[src/rtl/soc_timer_pkg.sv]
// Shared types and constants for the prescaled timer/counter.
// FSM encoding and the one-shot/continuous mode values live here.
package soc_timer_pkg;

  typedef enum logic [1:0] {
    IDLE = 2'd0,
    RUN  = 2'd1,
    DONE = 2'd2
  } state_t;

  localparam logic MODE_CONT    = 1'b0;
  localparam logic MODE_ONESHOT = 1'b1;

endpackage

[src/rtl/soc_timer_prescaler.sv]
// Tick divider: one tick every presc+1 enabled cycles.
// Lowering presc below the count lets it wrap around naturally.
module soc_timer_prescaler #(
  parameter int PRESC_WIDTH = 8
) (
  input  logic                   clk,
  input  logic                   rst,
  input  logic                   en,
  input  logic                   clear,
  input  logic [PRESC_WIDTH-1:0] presc,
  output logic                   tick
);

  logic [PRESC_WIDTH-1:0] cnt;
  logic                   hit;

  assign hit  = (cnt == presc);
  assign tick = en && !clear && hit;

  // Count enabled cycles, restarting at zero on each tick.
  always_ff @(posedge clk) begin
    if (rst) begin
      cnt <= '0;
    end else if (clear) begin
      cnt <= '0;
    end else if (en) begin
      cnt <= hit ? '0 : cnt + PRESC_WIDTH'(1);
    end
  end

endmodule

[src/rtl/soc_timer_counter_presc.sv]
// Prescaled timer with compare match, auto-reload or one-shot.
// Counting happens whenever enabled outside DONE; RUN follows a cycle later.
module soc_timer_counter_presc
  import soc_timer_pkg::*;
#(
  parameter int CNT_WIDTH   = 32,
  parameter int PRESC_WIDTH = 8
) (
  input  logic                   clk_i,
  input  logic                   rst_i,
  input  logic                   enable_i,
  input  logic                   clear_i,
  input  logic                   oneshot_i,
  input  logic [PRESC_WIDTH-1:0] prescaler_i,
  input  logic [CNT_WIDTH-1:0]   compare_i,
  output logic [CNT_WIDTH-1:0]   counter_o,
  output logic                   target_reached_o,
  output logic                   running_o,
  output logic                   done_o
);

  state_t state;
  state_t state_nxt;
  logic   active;
  logic   tick;
  logic   match_tick;

  assign active     = enable_i && !clear_i && (state != DONE);
  assign match_tick = tick && (counter_o == compare_i);
  assign running_o  = (state == RUN);
  assign done_o     = (state == DONE);

  soc_timer_prescaler #(
    .PRESC_WIDTH(PRESC_WIDTH)
  ) u_presc (
    .clk  (clk_i),
    .rst  (rst_i),
    .en   (active),
    .clear(clear_i),
    .presc(prescaler_i),
    .tick (tick)
  );

  // Main count: step on tick, reload or hold on match.
  always_ff @(posedge clk_i) begin
    if (rst_i) begin
      counter_o <= '0;
    end else if (clear_i) begin
      counter_o <= '0;
    end else if (tick) begin
      if (match_tick) begin
        if (oneshot_i == MODE_CONT) begin
          counter_o <= '0;
        end
      end else begin
        counter_o <= counter_o + CNT_WIDTH'(1);
      end
    end
  end

  // One-cycle match pulse; a tick never occurs in a clear cycle.
  always_ff @(posedge clk_i) begin
    if (rst_i) begin
      target_reached_o <= 1'b0;
    end else begin
      target_reached_o <= match_tick;
    end
  end

  // State register.
  always_ff @(posedge clk_i) begin
    if (rst_i) begin
      state <= IDLE;
    end else begin
      state <= state_nxt;
    end
  end

  // Next-state logic; clear dominates everything except reset.
  always_comb begin
    state_nxt = state;
    if (clear_i) begin
      state_nxt = IDLE;
    end else begin
      unique case (state)
        IDLE: begin
          if (enable_i) begin
            state_nxt = (match_tick && oneshot_i == MODE_ONESHOT)
                      ? DONE : RUN;
          end
        end
        RUN: begin
          if (!enable_i) begin
            state_nxt = IDLE;
          end else if (match_tick && oneshot_i == MODE_ONESHOT) begin
            state_nxt = DONE;
          end
        end
        DONE:    state_nxt = DONE;
        default: state_nxt = IDLE;
      endcase
    end
  end

endmodule

[config.mk]
export PLATFORM = sky130hd
export DESIGN_NAME = soc_timer_counter_presc
export DESIGN_NICKNAME = d
export VERILOG_FILES = /design/src/rtl/soc_timer_pkg.sv /design/src/rtl/soc_timer_prescaler.sv /design/src/rtl/soc_timer_counter_presc.sv
export SDC_FILE = /design/constraint.sdc
export NUM_CORES = 1
export LEC_CHECK = 0
export ABC_AREA = 1
export BUFFER_PORTS_ARGS = -buffer_cell sky130_fd_sc_hd__buf_2
export CAP_MARGIN = 10
export CORE_MARGIN = 5
export CORE_UTILIZATION = 45
export DETAILED_ROUTE_END_ITERATION = 16
export PLACE_DENSITY = 0.7
export SLEW_MARGIN = 20
export SYNTH_ARGS = -nofsm -noshare
export SYNTH_HDL_FRONTEND = slang
export SYNTH_SLANG_ARGS = --single-unit
[constraint.sdc]
create_clock -name clk_i -period 1.6 [get_ports clk_i]
set_input_delay 0.32 -clock clk_i [delete_from_list [all_inputs] [get_ports clk_i]]
set_output_delay 0.32 -clock clk_i [all_outputs]
set_load 0.02 [all_outputs]
==> results.yml, run 1 <==
global_route:
  grt_pass1_wl_mm: 22.52
  first_global_vias: 4786
  grt_usage: 0.2529
  grt_max_degree: 32
  grt_overflow: 0
  antenna_found_initial: 0
place:
  globalplace.congestion: 0.9665
  dp_hpwl_mm: 10.83
  placed_area_um2: 5344
  numPortBuffers: 79
pwr:
  intPower_mw: 1.608
  p_leak_nw: 3.222
  swShare: 0.2832
  power_frac_seq: 0.468
  peakVddDrop_v: 0.0003277
  power_density_nw_per_um2: 364.4
  p_comb_frac: 0.149
  pwr-share-clk: 0.382
  switchingPower_mw: 0.6354
  power_mw: 2.243
worst_setup_path:
  max_stage_delay_ns: 0.40
  end_kind: "flip-flop"
  crit_type: "reg -> reg"
  path_depth: 11
  worstPathArrival_ns: 2.15
  rrSetupSlack_ns: -0.31
  worst-path-buf-inv: 2
  r2r-end: "counter_o[8]"
  path_common_cell: "nand2_1"
  critPathLaunchType: "flip-flop"
  crit_path_end: "counter_o[8]"
  ff2ff_path_depth: 11
  r2r_start: "counter_o[1]"
  crit_start: "counter_o[1]"
  path_max_fanout: 8
  required_ns: 1.84
  critPathTopFamily: "compound AO/OA/AOI/OAI gates"
  crit_slowest_cell: "dfxtp_4"
  path_cells: "buf_6, xor2_2, nor2_2, nand2_1, nor2_1, nand2_2, nor2_4, a21oi_4, clkbuf_16, nand2_1, a21oi_2"
synthesis:
  ys_warn_count: 0
  syn_nets: 768
  ys_types: 25
  ys_ff_latch: 43
  syn_inst: 721
  yosysSeqAreaShare: 0.2180
  syn_avg_cell_area_um2: 5.477
  synth_area_um2: 3949
finish:
  ff_latch_area_um2: 940.9
  final_cell_mix: "nand2_1 (230), buf_4 (114), inv_1 (113), buf_2 (79), nor2_1 (52)"
  antenna_cells: 0
  stdcell_area_um2: 6156
  nNetsFinal: 959
  fillers: 787
  layout-drive-gt1-share: 0.4469
  area_growth_pct: 55.89
  multiInputGateArea_um2: 2934
  final_common_cell: "nand2_1"
run_status:
  outcome: "complete, but fails checks"
  violations: "negative setup slack"
min_path:
  hold_class: "in -> reg"
clocking:
  cts_max_level: 2
  clockBufferDepth: 2
  clk_latency_ns: 0.31
  numCtsBuffers: 5
  cts_tree: "done"
  clock-root-buffer: "clkbuf_8"
  path_clk_slew_ns: 0.10
  cts.sink_count: 43
sta:
  rsz0062_at_grt: "yes"
  fin_hold_ws_ns: 0.1769
  finalSetupTns_ns: -8.100
  final.period_utilization: 1.193
  finalHoldViolCount: 0
  min_period_ns: 1.910
  setup_viol: 34
  slew-limit-headroom: 0.7720
  fmax_mhz: 523.7
  tightestPinTransition_ns: 0.3412
  setup_ws_ns: -0.3096
  drv_slew: 0
  skew_ns: 0.01022
detailed_routing:
  drt-wirelength-per-cell_um: 14.58
  drtAntennaViolNets: 0
  drtPass1Iterations: 5
  first_iter_violations: 343
  avgViaCountPerCell: 4.908
  routed_wl_mm: 14.88
  drc: 0
  via_count: 5011
die:
  core_um2: 8636
  ioPinCount: 80
  initial_core_util: 0.4573
  rows: 34
  fp.dieArea_um2: 10750
  die_w_um: 103.7
  die_height_um: 103.7
run:
  maxCapViolCount: 0
-- power groups by stage --
stage | Clock [mW] | Combinational, mW | Sequential, mW
4_1_cts | 0.878 | 0.317 | 1.05
2_1_floorplan | 0 | 0.139 | 1.08
3_3_place_gp | 0 | 0.295 | 1.08
5_1_grt | 0.927 | 0.368 | 1.05
6_report | 0.858 | 0.335 | 1.05
3_5_place_dp | 0 | 0.302 | 1.08
-- worst min-delay path by stage --
stage	startpoint	end	slack (ns)	cells past startpoint
after floorplan	rst_i	target_reached_o	0.39	1
after global placement	counter_o[12]	counter_o[12]	0.49	2
after detailed placement	rst_i	target_reached_o	0.50	2
after CTS	rst_i	target_reached_o	0.16	2
after global routing	rst_i	target_reached_o	0.17	2
final	rst_i	target_reached_o	0.18	2
-- Yosys cell counts, drive strengths merged --
cell type	count	area share
xor2	33	0.073
clkbuf	5	0.0057
nand3	22	0.028
buf	20	0.031
nand4	10	0.016
ha	2	0.0063
xnor2	20	0.044
nor3	20	0.025
a21oi	35	0.054
o21bai	1	0.0048
inv	132	0.13
dfxtp	43	0.22
nand2	283	0.27
nor3b	3	0.0057
o21ai	6	0.0076
nor2	85	0.083
or2	1	0.0016
-- cell type report --
type,instances,area share
clock buffers,6,0.01524
clock inverters,2,0.002642
inverters,132,0.08089
multi-input cells,521,0.4766
flip-flops and latches,43,0.1528
well taps,108,0.02195
repair buffers,209,0.2498
-- logic make-up after synthesis --
| group | share of synthesized area |
|---|---|
| buffers and inverters | 0.1619 |
| flip-flops | 0.2180 |
| adder cells (fa/ha/maj) | 0.006336 |
| XOR/XNOR | 0.1176 |
| AO/OA/AOI/OAI | 0.06622 |
| AND/OR/NAND/NOR | 0.4300 |
-- sequential cells by signal, indices dropped and copies added (netlist names) --
name / count
counter_o: 32
state: 2
target_reached_o: 1
u_presc.cnt: 8
-- routing by layer --
layer | GRT usage | vias to the layer above | share of wire
met5 | 0 | - | 0
met4 | 0.07123 | 0 | 0.022
met3 | 0.03607 | 28 | 0.066
met2 | 0.4317 | 172 | 0.49
met1 | 0.3311 | 2282 | 0.42
li1 | - | 2529 | -
-- metrics by stage --
step	setup WS (ns)	utilization	cells
2_1_floorplan	-0.01365	-	721
3_3_place_gp	-0.2559	0.6188	994
3_5_place_dp	-0.3342	0.6188	994
4_1_cts	-0.1439	0.6663	1015
5_1_grt	-0.4008	0.7128	1021
6_report	-0.3096	0.7128	1021
-- timing repair --
action,4_1_cts,5_1_grt
gates resized for setup,51,107
hold buffers,0,0
buffers inserted,11,4
hold endpoints to repair,0,0
endpoints found under the setup margin,34,42
cloned,2,5
pin swaps,17,46
-- worst register-to-register path, cell delays in order (launching register included) --
cell	delay [ns]
dfxtp_4	0.40
buf_6	0.13
xor2_2	0.17
nor2_2	0.07
nand2_1	0.06
nor2_1	0.05
nand2_2	0.11
nor2_4	0.07
a21oi_4	0.32
clkbuf_16	0.24
nand2_1	0.08
a21oi_2	0.15
Power figures use the tool's default switching activity.
==> run 2, diff against run 1 <==
Settings changed: BUFFER_PORTS_ARGS -buffer_cell sky130_fd_sc_hd__buf_2 to unset, CORE_ASPECT_RATIO set to 0.75, DONT_BUFFER_PORTS set to 1, PLACE_DENSITY 0.7 to unset.
==> run 2 against run 1 <==
The flow still finishes with violations (negative setup slack). Maximum frequency up 3.7%. Non-clock buffer count fell by 40. Sequential share of layout area grew 0.41 points. Hold slack lost 0.085 ns. Via count is 4.3% lower. Utilization grew 0.13 points. Final cell count decreased by 3.9%. Die area up 0.18%. Critical endpoint is now counter_o[15]. Largest power group is now the clock network.
==> results.yml, run 2 (synthesized netlist as in run 1, its figures left out) <==
run:
  maxCapViolCount: 0
sta:
  final.period_utilization: 1.151
  fmax_mhz: 543.2
  min_period_ns: 1.841
  skew_ns: 0.005846
  finalHoldViolCount: 0
  drv_slew: 0
  slew-limit-headroom: 0.6590
  setup_viol: 36
  finalSetupTns_ns: -6.948
  rsz0062_at_grt: "yes"
  setup_ws_ns: -0.2411
  tightestPinTransition_ns: 0.5115
place:
  pre_cts_ws_ns: -0.2798
  dp_hpwl_mm: 11.38
  globalplace.congestion: 0.9749
  numPortBuffers: 0
detailed_routing:
  avgViaCountPerCell: 4.889
  drt-wirelength-per-cell_um: 15.07
  drc: 0
  drtAntennaViolNets: 0
  met3_length_mm: 1.116
  top_layer: "met4"
  routed_wl_mm: 14.78
  met2_length_mm: 6.794
  via_count: 4796
  drtPass1Iterations: 6
  first_iter_violations: 323
  drt-met1-wl_mm: 6.726
die:
  rows: 29
  fp.dieArea_um2: 10770
  core_um2: 8527
  ioPinCount: 80
  die_height_um: 91.13
  initial_core_util: 0.4631
  die_w_um: 118.2
run_status:
  violations: "negative setup slack"
  outcome: "complete, but fails checks"
clocking:
  clock-root-buffer: "clkbuf_16"
  postCtsHoldBufs: 0
  cts_tree: "done"
  cts_max_level: 2
  numCtsBuffers: 5
  clk_latency_ns: 0.29
  cts.sink_count: 43
  path_clk_slew_ns: 0.07
  clockBufferDepth: 2
global_route:
  first_global_vias: 4422
  grt_max_degree: 33
  grt_overflow: 0
  antenna_found_initial: 0
  grt_usage: 0.2568
  grt_pass1_wl_mm: 22.54
finish:
  final_common_cell: "nand2_1"
  largest_reg_flops: 32
  reg_top3: "counter_o x32, u_presc.cnt x8, state x2"
  final_cell_mix: "nand2_1 (238), buf_4 (159), inv_1 (119), nor2_1 (46), nand2_2 (41)"
  nNetsFinal: 919
  top_register: "counter_o"
  layout-drive-gt1-share: 0.4101
  area_growth_pct: 54.21
  antenna_cells: 0
worst_setup_path:
  r2r_start: "counter_o[20]"
  path_cells: "inv_2, nand2_2, nand4_1, nor2_1, nand2_1, nor2_4, nand2_2, o21bai_4, buf_12, clkbuf_16, nand2_1, a21oi_1"
  worstPathArrival_ns: 2.06
  r2r-end: "counter_o[15]"
  critPathLaunchType: "flip-flop"
  required_ns: 1.82
  max_stage_delay_ns: 0.36
  end_kind: "flip-flop"
  worst-path-buf-inv: 3
  ff2ff_path_depth: 12
  crit_slowest_cell: "dfxtp_4"
  path_max_fanout: 7
  critPathTopFamily: "simple AND/OR/NAND/NOR gates"
  rrSetupSlack_ns: -0.24
  crit_type: "reg -> reg"
min_path:
  min_to: "target_reached_o"
  min_from: "rst_i"
  hold_depth: 1
  hold_class: "in -> reg"
pwr:
  p_leak_nw: 3.114
  peakVddDrop_v: 0.0004465
  power_mw: 2.392
  power_density_nw_per_um2: 392.7
run 2: cell count changes in the layout (fill, tap and decap cells not counted), sizes merged:
cell    before  now
clkbuf      10    7
buf        205  167
inv        133  134
run 2: worst register-to-register path: stages (launching register included):
cell and delay, ns:
dfxtp_4 0.36, inv_2 0.05, nand2_2 0.05, nand4_1 0.20, nor2_1 0.16, nand2_1 0.11, nor2_4 0.11, nand2_2 0.08
o21bai_4 0.16, buf_12 0.16, clkbuf_16 0.17, nand2_1 0.05, a21oi_1 0.11
run 2: layout make-up:
| class | instances | area (um^2) |
|---|---|---|
| multi-input combinational | 521 | 2959 |
| fill | 745 | 2437 |
| timing repair buffer | 169 | 1394 |
| sequential | 43 | 955.9 |
| inverter | 132 | 498.0 |
| tap | 108 | 135.1 |
| clock buffer | 5 | 125.1 |
| clock inverter | 3 | 22.52 |
run 2: worst max-delay path by stage:
stage	end	cells after the start	startpoint	slack, ns
after global routing	counter_o[3]	13	counter_o[28]	-0.30
final	counter_o[15]	12	counter_o[20]	-0.24
after floorplan	counter_o[15]	14	counter_o[2]	-0.01
after CTS	counter_o[26]	14	counter_o[16]	-0.20
after detailed placement	counter_o[3]	13	counter_o[16]	-0.28
after global placement	counter_o[0]	9	u_presc.cnt[7]	-0.18
run 2: timing repair:
action,in CTS,in global routing
endpoints found under the setup margin,36,43
gates cloned,1,2
setup buffers,5,8
pin swaps,3,35
gates resized for setup,39,106
run 2: metal layers:
layer,vias to the layer above,global-route usage
met2,155,0.4251
met3,14,0.04348
met4,0,0.03916
met1,2188,0.3583
met5,-,0
li1,2439,-
run 2: stage by stage:
stage / cells / hold slack [ns] / utilization / area [um^2]
global placement: 957 / 0.3982 / 0.6188 / 5276
finish: 981 / 0.09150 / 0.7142 / 6090
floorplan: 721 / 0.3924 / - / 4174
detailed placement: 957 / 0.3933 / 0.6188 / 5276
global route: 981 / 0.08997 / 0.7142 / 6090
CTS: 971 / 0.08980 / 0.6599 / 5627
run 2: power by group:
| part | switching (mW) | total [mW] | internal, mW |
|---|---|---|---|
| clock network | 0.499 | 1.09 | 0.587 |
| registers | 0.00163 | 1.04 | 1.03 |
| logic | 0.146 | 0.270 | 0.124 |
